===== src/rtl/float_to_sc16_pkg.sv =====
`default_nettype none
// ============================================================================
// Module      : float_to_sc16_pkg
// Description : Shared field positions, constants and per-lane pipeline state
//               for the fc32 -> sc16 streaming converter.
// Revision    : 1.0 - initial release
// ============================================================================
package float_to_sc16_pkg;

    // IEEE-754 single-precision field positions
    localparam int SIGN_BIT = 31;
    localparam int EXP_MSB  = 30;
    localparam int EXP_LSB  = 23;
    localparam int FRAC_MSB = 22;
    localparam int FRAC_LSB = 0;

    localparam logic [7:0]  EXP_BIAS = 8'd127;
    localparam logic [7:0]  EXP_MAX  = 8'd255;

    localparam logic [15:0] SC16_MAX = 16'h7FFF;
    localparam logic [15:0] SC16_MIN = 16'h8000;

    // Lane classification decided in S1
    typedef enum logic [1:0] {
        CLS_ZERO = 2'd0,   // zero, denormal, NaN or too small to round up
        CLS_NORM = 2'd1,   // needs align and round
        CLS_SAT  = 2'd2    // infinity or exponent past full scale
    } lane_cls_t;

    // S1/S2 lane state; in S2 the mant field carries the rounded magnitude
    typedef struct packed {
        logic        sign;
        lane_cls_t   cls;
        logic [9:0]  d;      // two's complement exp - bias + scale
        logic [23:0] mant;
        logic        sat;
    } lane_state_t;

endpackage
`default_nettype wire


===== src/rtl/float_to_sc16_axis_if.sv =====
`default_nettype none
// ============================================================================
// Module      : float_to_sc16_axis_if
// Description : fc32 input stream and sc16 output stream of the converter.
// Revision    : 1.0 - initial release
// ============================================================================
interface float_to_sc16_axis_if;
    logic [63:0] i_tdata;
    logic        i_tlast;
    logic        i_tvalid;
    logic        i_tready;
    logic [31:0] o_tdata;
    logic        o_tlast;
    logic        o_tvalid;
    logic        o_tready;

    // Converter side
    modport slave (
        input  i_tdata, i_tlast, i_tvalid,
        output i_tready,
        output o_tdata, o_tlast, o_tvalid,
        input  o_tready
    );

    // Upstream source / downstream sink side
    modport master (
        output i_tdata, i_tlast, i_tvalid,
        input  i_tready,
        input  o_tdata, o_tlast, o_tvalid,
        output o_tready
    );
endinterface
`default_nettype wire


===== src/rtl/float_to_sc16_lane.sv =====
`default_nettype none
// ============================================================================
// Module      : float_to_sc16_lane
// Description : One-lane, three-stage fc32 -> sc16 datapath. S1 classifies,
//               S2 aligns and rounds, S3 applies sign and saturation.
// Revision    : 1.0 - initial release
// ============================================================================
module float_to_sc16_lane
    import float_to_sc16_pkg::*;
#(
    parameter int SCALE_EXP = 15
) (
    input  wire logic        clk,
    input  wire logic        reset_n,
    input  wire logic        i_en1,
    input  wire logic        i_en2,
    input  wire logic        i_en3,
    input  wire logic [31:0] i_din,
    output logic      [15:0] o_dout,
    output logic             o_sat
);

    logic [7:0]        w_exp;
    logic [22:0]       w_frac;
    logic signed [9:0] w_d;
    lane_state_t       w_s1, r_s1;
    lane_state_t       w_s2, r_s2;
    logic [4:0]        w_sh;
    logic [24:0]       w_t;
    logic [15:0]       w_out, r_out;
    logic              w_sat, r_sat;
    logic              w_unused_d;

    assign w_exp  = i_din[EXP_MSB:EXP_LSB];
    assign w_frac = i_din[FRAC_MSB:FRAC_LSB];
    assign w_d    = $signed({2'b00, w_exp}) - $signed({2'b00, EXP_BIAS})
                  + $signed(10'(SCALE_EXP));

    // S1: unpack and classify; exact -32768 (d==15, frac==0) is not a clamp
    always_comb begin
        w_s1      = '0;
        w_s1.sign = i_din[SIGN_BIT];
        w_s1.d    = w_d;
        w_s1.mant = {1'b1, w_frac};
        w_s1.cls  = CLS_NORM;
        w_s1.sat  = 1'b0;
        if (w_exp == 8'd0) begin
            w_s1.cls = CLS_ZERO;
        end else if (w_exp == EXP_MAX) begin
            if (w_frac != 23'd0) begin
                w_s1.cls = CLS_ZERO;
            end else begin
                w_s1.cls = CLS_SAT;
                w_s1.sat = 1'b1;
            end
        end else if (w_d < -10'sd1) begin
            w_s1.cls = CLS_ZERO;
        end else if (w_d >= 10'sd15) begin
            w_s1.cls = CLS_SAT;
            w_s1.sat = !(i_din[SIGN_BIT] && (w_d == 10'sd15) && (w_frac == 23'd0));
        end
    end

    // S2: shift so the 2^-1 bit lands in w_t[0], then round half away from zero
    assign w_sh = 5'(10'd23 - r_s1.d);
    assign w_t  = {r_s1.mant, 1'b0} >> w_sh;

    always_comb begin
        w_s2      = r_s1;
        w_s2.mant = (r_s1.cls == CLS_NORM) ? (w_t[24:1] + 24'(w_t[0])) : 24'd0;
    end

    // S3: sign and saturation; a negative magnitude of 0 negates to 0x0000
    always_comb begin
        w_out = 16'd0;
        w_sat = r_s2.sat;
        case (r_s2.cls)
            CLS_SAT:  w_out = r_s2.sign ? SC16_MIN : SC16_MAX;
            CLS_NORM: begin
                if (!r_s2.sign) begin
                    if (r_s2.mant > 24'd32767) begin
                        w_out = SC16_MAX;
                        w_sat = 1'b1;
                    end else begin
                        w_out = r_s2.mant[15:0];
                    end
                end else begin
                    w_out = 16'(-r_s2.mant);
                end
            end
            default:  w_out = 16'd0;
        endcase
    end

    assign w_unused_d = ^r_s2.d;

    // Stage registers, each advancing on its own enable
    always_ff @(posedge clk) begin
        if (!reset_n) begin
            r_s1  <= '0;
            r_s2  <= '0;
            r_out <= 16'd0;
            r_sat <= 1'b0;
        end else begin
            if (i_en1) r_s1 <= w_s1;
            if (i_en2) r_s2 <= w_s2;
            if (i_en3) begin
                r_out <= w_out;
                r_sat <= w_sat;
            end
        end
    end

    assign o_dout = r_out;
    assign o_sat  = r_sat;

endmodule
`default_nettype wire


===== src/rtl/float_to_sc16_axis.sv =====
`default_nettype none
// ============================================================================
// Module      : float_to_sc16_axis
// Description : Streaming fc32 (I/Q floats) to sc16 converter, 3-stage
//               pipeline at one beat per clock with AXI-stream handshakes.
//               Optional saturation counter: FLOAT_TO_SC16_SATCNT_EN.
// Revision    : 1.0 - initial release
// ============================================================================
module float_to_sc16_axis
    import float_to_sc16_pkg::*;
#(
    parameter int SCALE_EXP = 15
) (
    input  wire logic          clk,
    input  wire logic          reset_n,
    float_to_sc16_axis_if.slave axis
`ifdef FLOAT_TO_SC16_SATCNT_EN
    ,
    input  wire logic          sat_clear,
    output logic        [15:0] sat_count
`endif
);

    logic        r_v1, r_v2, r_v3;
    logic        r_l1, r_l2, r_l3;
    logic        w_rdy1, w_rdy2, w_rdy3;
    logic        w_en1, w_en2, w_en3;
    logic [15:0] w_dout_i, w_dout_q;
    logic        w_sat_i, w_sat_q;

    // A stage may load when empty or when the stage after it is taking its beat
    assign w_rdy3 = !r_v3 || axis.o_tready;
    assign w_rdy2 = !r_v2 || w_rdy3;
    assign w_rdy1 = !r_v1 || w_rdy2;

    // Data registers only load real beats so they hold steady across bubbles
    assign w_en1 = w_rdy1 && axis.i_tvalid;
    assign w_en2 = w_rdy2 && r_v1;
    assign w_en3 = w_rdy3 && r_v2;

    // Valid and tlast pipeline
    always_ff @(posedge clk) begin
        if (!reset_n) begin
            r_v1 <= 1'b0;
            r_v2 <= 1'b0;
            r_v3 <= 1'b0;
            r_l1 <= 1'b0;
            r_l2 <= 1'b0;
            r_l3 <= 1'b0;
        end else begin
            if (w_rdy1) r_v1 <= axis.i_tvalid;
            if (w_rdy2) r_v2 <= r_v1;
            if (w_rdy3) r_v3 <= r_v2;
            if (w_en1)  r_l1 <= axis.i_tlast;
            if (w_en2)  r_l2 <= r_l1;
            if (w_en3)  r_l3 <= r_l2;
        end
    end

    float_to_sc16_lane #(.SCALE_EXP(SCALE_EXP)) u_lane_i (
        .clk     (clk),
        .reset_n (reset_n),
        .i_en1   (w_en1),
        .i_en2   (w_en2),
        .i_en3   (w_en3),
        .i_din   (axis.i_tdata[63:32]),
        .o_dout  (w_dout_i),
        .o_sat   (w_sat_i)
    );

    float_to_sc16_lane #(.SCALE_EXP(SCALE_EXP)) u_lane_q (
        .clk     (clk),
        .reset_n (reset_n),
        .i_en1   (w_en1),
        .i_en2   (w_en2),
        .i_en3   (w_en3),
        .i_din   (axis.i_tdata[31:0]),
        .o_dout  (w_dout_q),
        .o_sat   (w_sat_q)
    );

    assign axis.i_tready = w_rdy1;
    assign axis.o_tdata  = {w_dout_i, w_dout_q};
    assign axis.o_tlast  = r_l3;
    assign axis.o_tvalid = r_v3;

`ifdef FLOAT_TO_SC16_SATCNT_EN
    logic [15:0] r_sat_count;

    // Sticky saturation counter; clear takes priority over a same-cycle increment
    always_ff @(posedge clk) begin
        if (!reset_n) begin
            r_sat_count <= 16'd0;
        end else if (sat_clear) begin
            r_sat_count <= 16'd0;
        end else if (r_v3 && axis.o_tready && (w_sat_i || w_sat_q)
                     && (r_sat_count != 16'hFFFF)) begin
            r_sat_count <= r_sat_count + 16'd1;
        end
    end

    assign sat_count = r_sat_count;
`else
    logic w_unused_sat;
    assign w_unused_sat = w_sat_i | w_sat_q;
`endif

endmodule
`default_nettype wire


===== src/flat_wrapper.sv =====
// flat-port wrapper written by rule: the top's interface ports become plain ports
module float_to_sc16_axis_flat import float_to_sc16_pkg::*;
#(
    parameter int SCALE_EXP = 15
)
  (clk, reset_n, axis_i_tdata, axis_i_tlast, axis_i_tvalid, axis_i_tready, axis_o_tdata, axis_o_tlast, axis_o_tvalid, axis_o_tready);
  float_to_sc16_axis_if axis_i ();
  input  wire logic clk;
  input  wire logic reset_n;
  input wire logic [$bits(axis_i.i_tdata)-1:0] axis_i_tdata;
  input wire logic [$bits(axis_i.i_tlast)-1:0] axis_i_tlast;
  input wire logic [$bits(axis_i.i_tvalid)-1:0] axis_i_tvalid;
  output wire logic [$bits(axis_i.i_tready)-1:0] axis_i_tready;
  output wire logic [$bits(axis_i.o_tdata)-1:0] axis_o_tdata;
  output wire logic [$bits(axis_i.o_tlast)-1:0] axis_o_tlast;
  output wire logic [$bits(axis_i.o_tvalid)-1:0] axis_o_tvalid;
  input wire logic [$bits(axis_i.o_tready)-1:0] axis_o_tready;
  assign axis_i.i_tdata = axis_i_tdata;
  assign axis_i.i_tlast = axis_i_tlast;
  assign axis_i.i_tvalid = axis_i_tvalid;
  assign axis_i_tready = axis_i.i_tready;
  assign axis_o_tdata = axis_i.o_tdata;
  assign axis_o_tlast = axis_i.o_tlast;
  assign axis_o_tvalid = axis_i.o_tvalid;
  assign axis_i.o_tready = axis_o_tready;
  float_to_sc16_axis #(.SCALE_EXP(SCALE_EXP)) u_core (.clk(clk), .reset_n(reset_n), .axis(axis_i));
endmodule

===== config.mk =====
export PLATFORM = sky130hd
export DESIGN_NAME = float_to_sc16_axis_flat
export DESIGN_NICKNAME = d
export VERILOG_FILES = /design/src/rtl/float_to_sc16_pkg.sv /design/src/rtl/float_to_sc16_axis_if.sv /design/src/rtl/float_to_sc16_lane.sv /design/src/rtl/float_to_sc16_axis.sv /design/src/flat_wrapper.sv
export SDC_FILE = /design/constraint.sdc
export NUM_CORES = 1
export LEC_CHECK = 0
export ABC_AREA = 1
export ABC_CLOCK_PERIOD_IN_PS = 2400
export CAP_MARGIN = 5
export CORE_MARGIN = 2
export CORE_UTILIZATION = 50
export DETAILED_ROUTE_END_ITERATION = 10
export GPL_ROUTABILITY_DRIVEN = 0
export PLACE_DENSITY = 0.8
export SLEW_MARGIN = 20
export SYNTH_ARGS = -nofsm -noshare
export SYNTH_HDL_FRONTEND = slang
export SYNTH_SLANG_ARGS = --single-unit
export TNS_END_PERCENT = 50

===== constraint.sdc =====
create_clock -name clk -period 2.4 [get_ports clk]
set_input_delay 0.72 -clock clk [delete_from_list [all_inputs] [get_ports clk]]
set_output_delay 0.72 -clock clk [all_outputs]
set_load 0.02 [all_outputs]

# Word level (Yosys, flattened, before mapping)
# Cells that the tools add are included.
[totals] ff_bits=156 input_bits=69 out_inout_bits=35 elab_cells=81
[op_classes] n_addsub=10 n_lt_le_gt_ge=6 n_eq_ne=8 n_shift=2 muxes=20 reduce_logical=13
[ops] op="$mux W16" n=6
[ops] op="$pmux W16 S2" n=2
[ops] op="$shr A25 B5 Y25" n=2
[ops] op="$add A24 B1 Y24" n=2
[ops] op="$gt A24 B15 Y1 const B" n=2
[ops] op="$mux W24" n=2
[ops] op="$reduce_bool A23 Y1" n=2
[ops] op="$neg A16 Y16" n=2
[ops] op="$add A9 B5 Y10 const B" n=2
[ops] op="$ge A10 B5 Y1 const B" n=2
[ops] op="$lt A10 B1 Y1 const B" n=2
[ops] op="$mux W2" n=10
[ops] op="$sub A8 B7 Y9 const B" n=2
[ops] op="$eq A8 B8 Y1 const B" n=2
[ops] op="$logic_not A8 Y1" n=2
[ops] op="$sub A5 B5 Y5 const A" n=2
[ops] op="$eq A2 B1 Y1 const B" n=4
[ops] op="$eq A2 B2 Y1 const B" n=2
[ops] op="$logic_and A1 B1 Y1" n=3
[ops] op="$logic_not A1 Y1" n=3
[ops] op="$logic_or A1 B1 Y1" n=3

# Depth between registers and ports, before layout
[depth] depth_word=7 depth_mapped=18 mapped_depth_nobuf=16

# Cells and area by module
# Synthesis repeated with hierarchy kept, for this count alone.
[unflattened] cells_unflattened=1913 hier_area_um2=11558.6
[modules_own_cells] mod="float_to_sc16_lane (u_core.u_lane_i)" n_inst=1 cells_each=952 area_per_inst_um2=5710.5 seq_area_each_um2=1561.5
[modules_own_cells] mod="float_to_sc16_lane (u_core.u_lane_q)" n_inst=1 cells_each=930 area_per_inst_um2=5594.1 seq_area_each_um2=1561.5
[modules_own_cells] mod="float_to_sc16_axis" n_inst=1 cells_each=31 area_per_inst_um2=254.0 seq_area_each_um2=120.1

# Least setup slack after synthesis
# OpenSTA, ideal clock, no wires.
[synth_path] path_kind="register to register" startpoint="register u_core.u_lane_i.r_s1[27] in the netlist's numbering" endpoint="register u_core.u_lane_i.r_s2[13] in the netlist's numbering" setup_time_ps=134 arrival_ps=2167 t_required_ps=2266 slack_ps=99 path_stages_with_launch=17 path_buffers=2 synth_period_minus_slack_ps=2301 path_cell_list="dfxtp_1 > buf_2 > inv_2 > buf_2 > nand3_1 > nand3_1 > nand2_1 > o211ai_1 > ha_1 > ha_1 > nand2_2 > nor2_1 > nand3_1 > nand2_1 > o21ai_0 > nand2_1 > a21oi_1"
[synth_between] elab_chain_cells=4
[synth_lines] item="start: declaration" line="float_to_sc16_lane.sv:26" source="lane_state_t w_s1, r_s1;"
[synth_lines] item="start signal: assignment" line="float_to_sc16_lane.sv:105" source="if (i_en1) r_s1 <= w_s1;"
[synth_lines] item="$sub A5 B5 Y5" line="float_to_sc16_lane.sv:65" source="assign w_sh = 5'(10'd23 - r_s1.d);"
[synth_lines] item="$shr A25 B5 Y25" line="float_to_sc16_lane.sv:66" source="assign w_t = {r_s1.mant, 1'b0} >> w_sh;"
[synth_lines] item="$add A24 B1 Y24" line="float_to_sc16_lane.sv:70" source="w_s2.mant = (r_s1.cls == CLS_NORM) ? (w_t[24:1] + 24'(w_t[0])) : 24'd0;"
[synth_lines] item="$mux W24" line="float_to_sc16_lane.sv:70"
[synth_lines] item="end signal: assignment" line="float_to_sc16_lane.sv:106" source="if (i_en2) r_s2 <= w_s2;"
[synth_lines] item="end: declaration" line="float_to_sc16_lane.sv:27" source="lane_state_t w_s2, r_s2;"
# Every way passes these cells.
# A chain may end at the register's enable or synchronous reset.

# Final worst setup path
[layout_path] startpoint="register u_core.u_lane_i.r_s1[25] in the netlist's numbering" endpoint="register u_core.u_lane_i.r_s2[6] in the netlist's numbering"
# Same word-level chain as after synthesis.

==> flow_summary.yaml <==
clock_tree:
  clockBufferDepth: 2
  cts_buffers: 17
  cts.reportedPaths.clkPinSlew_ns: 0.07
  htreeDepth: 4
  cts_tree: "built"
  clock_latency_ns: 0.44
  cts_root_buf: "clkbuf_16"
  numClockSinks: 155
finish:
  drive_gt1_share_pct: 23.1
  nets: 2173
  syn2layout_area_growth_pct: 35.6
  num_antenna_cells: 0
  final_cell_mix: "508 x nand2_1, 205 x nand3_1, 171 x buf_4"
  fin_area_um2: 15200
  final_common_cell: "nand2_1"
routing:
  routedWlPerCell_um: 15.5
  vias: 13700
  vias_per_cell: 5.77
  drt_pass1_iterations: 8
  routed_wl_um: 36900
  drcViolationCount: 0
  antenna_left: 0
  drt_iter0_markers: 1547
sta:
  finalHoldViolCount: 0
  rsz0062_at_grt: "yes"
  worstMarginPinSlew_ns: 0.783
  final.setup.tns_ns: -1.92
  min_period_ns: 2.57
  setup_violations: 20
  finalCritPeriodShare_pct: 107
  finClkSkew_ns: 0.0150
  slew_viol_final: 0
  worst_slack_ns: -0.169
  maxSlewHeadroom_pct: 47.6
  fmax_ghz: 0.389
global_routing:
  overflow: 0
  first_global_vias: 12100
  grt_max_degree: 91
  grt_use_total_pct: 27.9
  grt_pass1_wl_um: 55700
  grt_antenna_before_repair: 0
flow_run:
  drv_cap: 0
floorplanning:
  fp-row-count: 54
  die_h_um: 154
  core_area_um2: 21900
  start_util_pct: 51.2
  die_w_um: 154
  ios: 104
  die_area_um2: 23600
synth:
  yosys_register_bits: 155
  netlist_instances: 1855
  synth_edf_count: 0
  synth_ff_type: "dfxtp_1"
  syn_area_um2: 11200
  synth_warnings: 0
  synth_nets: 1938
  async_reset_ff_share_pct: 0
  synth.avg_cell_area_um2: 6.04
  yosysUniqueCellTypes: 49
  ys_seq_area_share_pct: 27.7
pwr:
  cellPowerDensity_nw_per_um2: 492
  peakVddDrop_v: 0.000442
  leakagePower_uw: 0.00668
worst_setup_path:
  crit_path_end_kind: "flip-flop"
  cp-start-kind: "flip-flop"
  cp_data_required_time_ns: 2.76
  arrival_ns: 2.93
  cp_max_fo: 8
  path_class: "flip-flop to flip-flop"
place:
  place.port_buffers: 103
  dpl_cell_area_um2: 13400
  pre_cts_ws_ns: -0.440
  dp_hpwl_um: 24600
run_status:
  status: "complete, but fails checks"
  failed_checks: "setup timing"
hold_path:
  hp-class: "flip-flop to flip-flop"
timing repair:
| item | in CTS | in global routing |
|---|---|---|
| buffers inserted | 20 | 22 |
| pin swaps | 8 | 59 |
| gates cloned | 2 | 2 |
| resized for setup | 55 | 153 |
| endpoints found under the setup margin | 41 | 47 |
| hold buffers | 0 | 0 |
per-stage QoR:
| step | hold WS [ns] | total power [µW] | std cells | util, % |
|---|---|---|---|---|
| floorplan | 0.445 | 3800 | 1855 | - |
| global placement | 0.453 | 4410 | 2305 | 61.3 |
| detailed placement | 0.456 | 4440 | 2305 | 61.3 |
| CTS | 0.467 | 7180 | 2359 | 65.7 |
| global route | 0.478 | 7750 | 2383 | 69.4 |
| finish | 0.465 | 7470 | 2383 | 69.4 |
layout make-up:
type / instances / area, µm²
clock inverter: 15 / 169
timing repair buffer: 303 / 2830
inverter: 143 / 564
sequential: 155 / 3110
tap: 280 / 350
multi-input combinational: 1470 / 7730
fill: 1705 / 6710
clock buffer: 17 / 425
logic make-up after synthesis:
group / synth area share [%]
simple gates: 45.9
compound gates: 14.0
flops: 27.7
buf+inv: 9.13
xor+xnor: 1.72
fa+ha+maj: 1.56
power breakdown:
group	total, µW	internal (µW)	switching, µW
combinational	2000	832	1170
clock	2710	1400	1310
sequential	2760	2660	97.0
synth_stat cells, drive strengths merged, types with 2 or more instances:
cell	count	share of area, %
xnor2	5	0.39
dfxtp	155	28
or2	4	0.22
nor4	12	0.67
nor3	18	0.85
clkbuf	52	1.7
o211ai	8	0.54
a31oi	4	0.22
a21oi	143	6.5
nand3	271	13
nand4	28	1.6
o21bai	2	0.13
o31ai	4	0.27
clkinv	5	0.21
ha	14	1.6
nor2	221	8.9
inv	138	4.7
buf	35	2.5
xor2	17	1.3
o21ai	129	5.8
nand2	577	20
nand3b	5	0.34
state kept, by name, indices dropped and copies added, names as in the netlist:
| register | flops |
|---|---|
| u_core.u_lane_q.r_s1 | 32 |
| u_core.axis.o_tvalid | 1 |
| u_core.r_l2 | 1 |
| u_core.u_lane_q.o_dout | 16 |
| u_core.r_v2 | 1 |
| u_core.u_lane_i.o_dout | 16 |
| u_core.r_l1 | 1 |
| u_core.u_lane_q.r_s2 | 27 |
| u_core.r_v1 | 1 |
| u_core.u_lane_i.r_s1 | 31 |
| u_core.axis.o_tlast | 1 |
| u_core.u_lane_i.r_s2 | 27 |
final timing paths:
| kind | startpoint | endpoint | slack [ns] | depth (start not counted) |
|---|---|---|---|---|
| hold reg to reg | u_core.u_lane_i.o_dout[4]$_SDFFE_PN0P_ | u_core.u_lane_i.o_dout[4]$_SDFFE_PN0P_ | 0.46 | 2 |
| hold / removal | u_core.u_lane_i.o_dout[4]$_SDFFE_PN0P_ | u_core.u_lane_i.o_dout[4]$_SDFFE_PN0P_ | 0.46 | 2 |
| setup / recovery | u_core.u_lane_i.r_s1[25]$_SDFFE_PN0P_ | u_core.u_lane_i.r_s2[6]$_SDFFE_PN0P_ | -0.17 | 17 |
| setup reg to reg | u_core.u_lane_i.r_s1[25]$_SDFFE_PN0P_ | u_core.u_lane_i.r_s2[6]$_SDFFE_PN0P_ | -0.17 | 17 |
worst max-delay path, stage by stage, from the launching register on:
cell and delay (ns):
dfxtp_2 0.33, buf_12 0.15, buf_8 0.14, buf_4 0.13, nand2_1 0.10, nand3_1 0.13
nand3_1 0.12, nand2_2 0.08, nand2_1 0.08, nand3_2 0.11, ha_4 0.20, buf_6 0.12
buf_4 0.12, nand3_1 0.11, nor2_4 0.07, a21oi_1 0.15, o21ai_0 0.14, a21oi_1 0.17
layer usage:
metal	GRT usage, %	share of wire, %	vias up
li1	-	-	6589
met1	36.8	41	6200
met2	46.5	47	796
met3	3.44	8.3	153
met4	11.3	4.0	0
met5	0	0	-
Power figures use the tool's default switching activity.
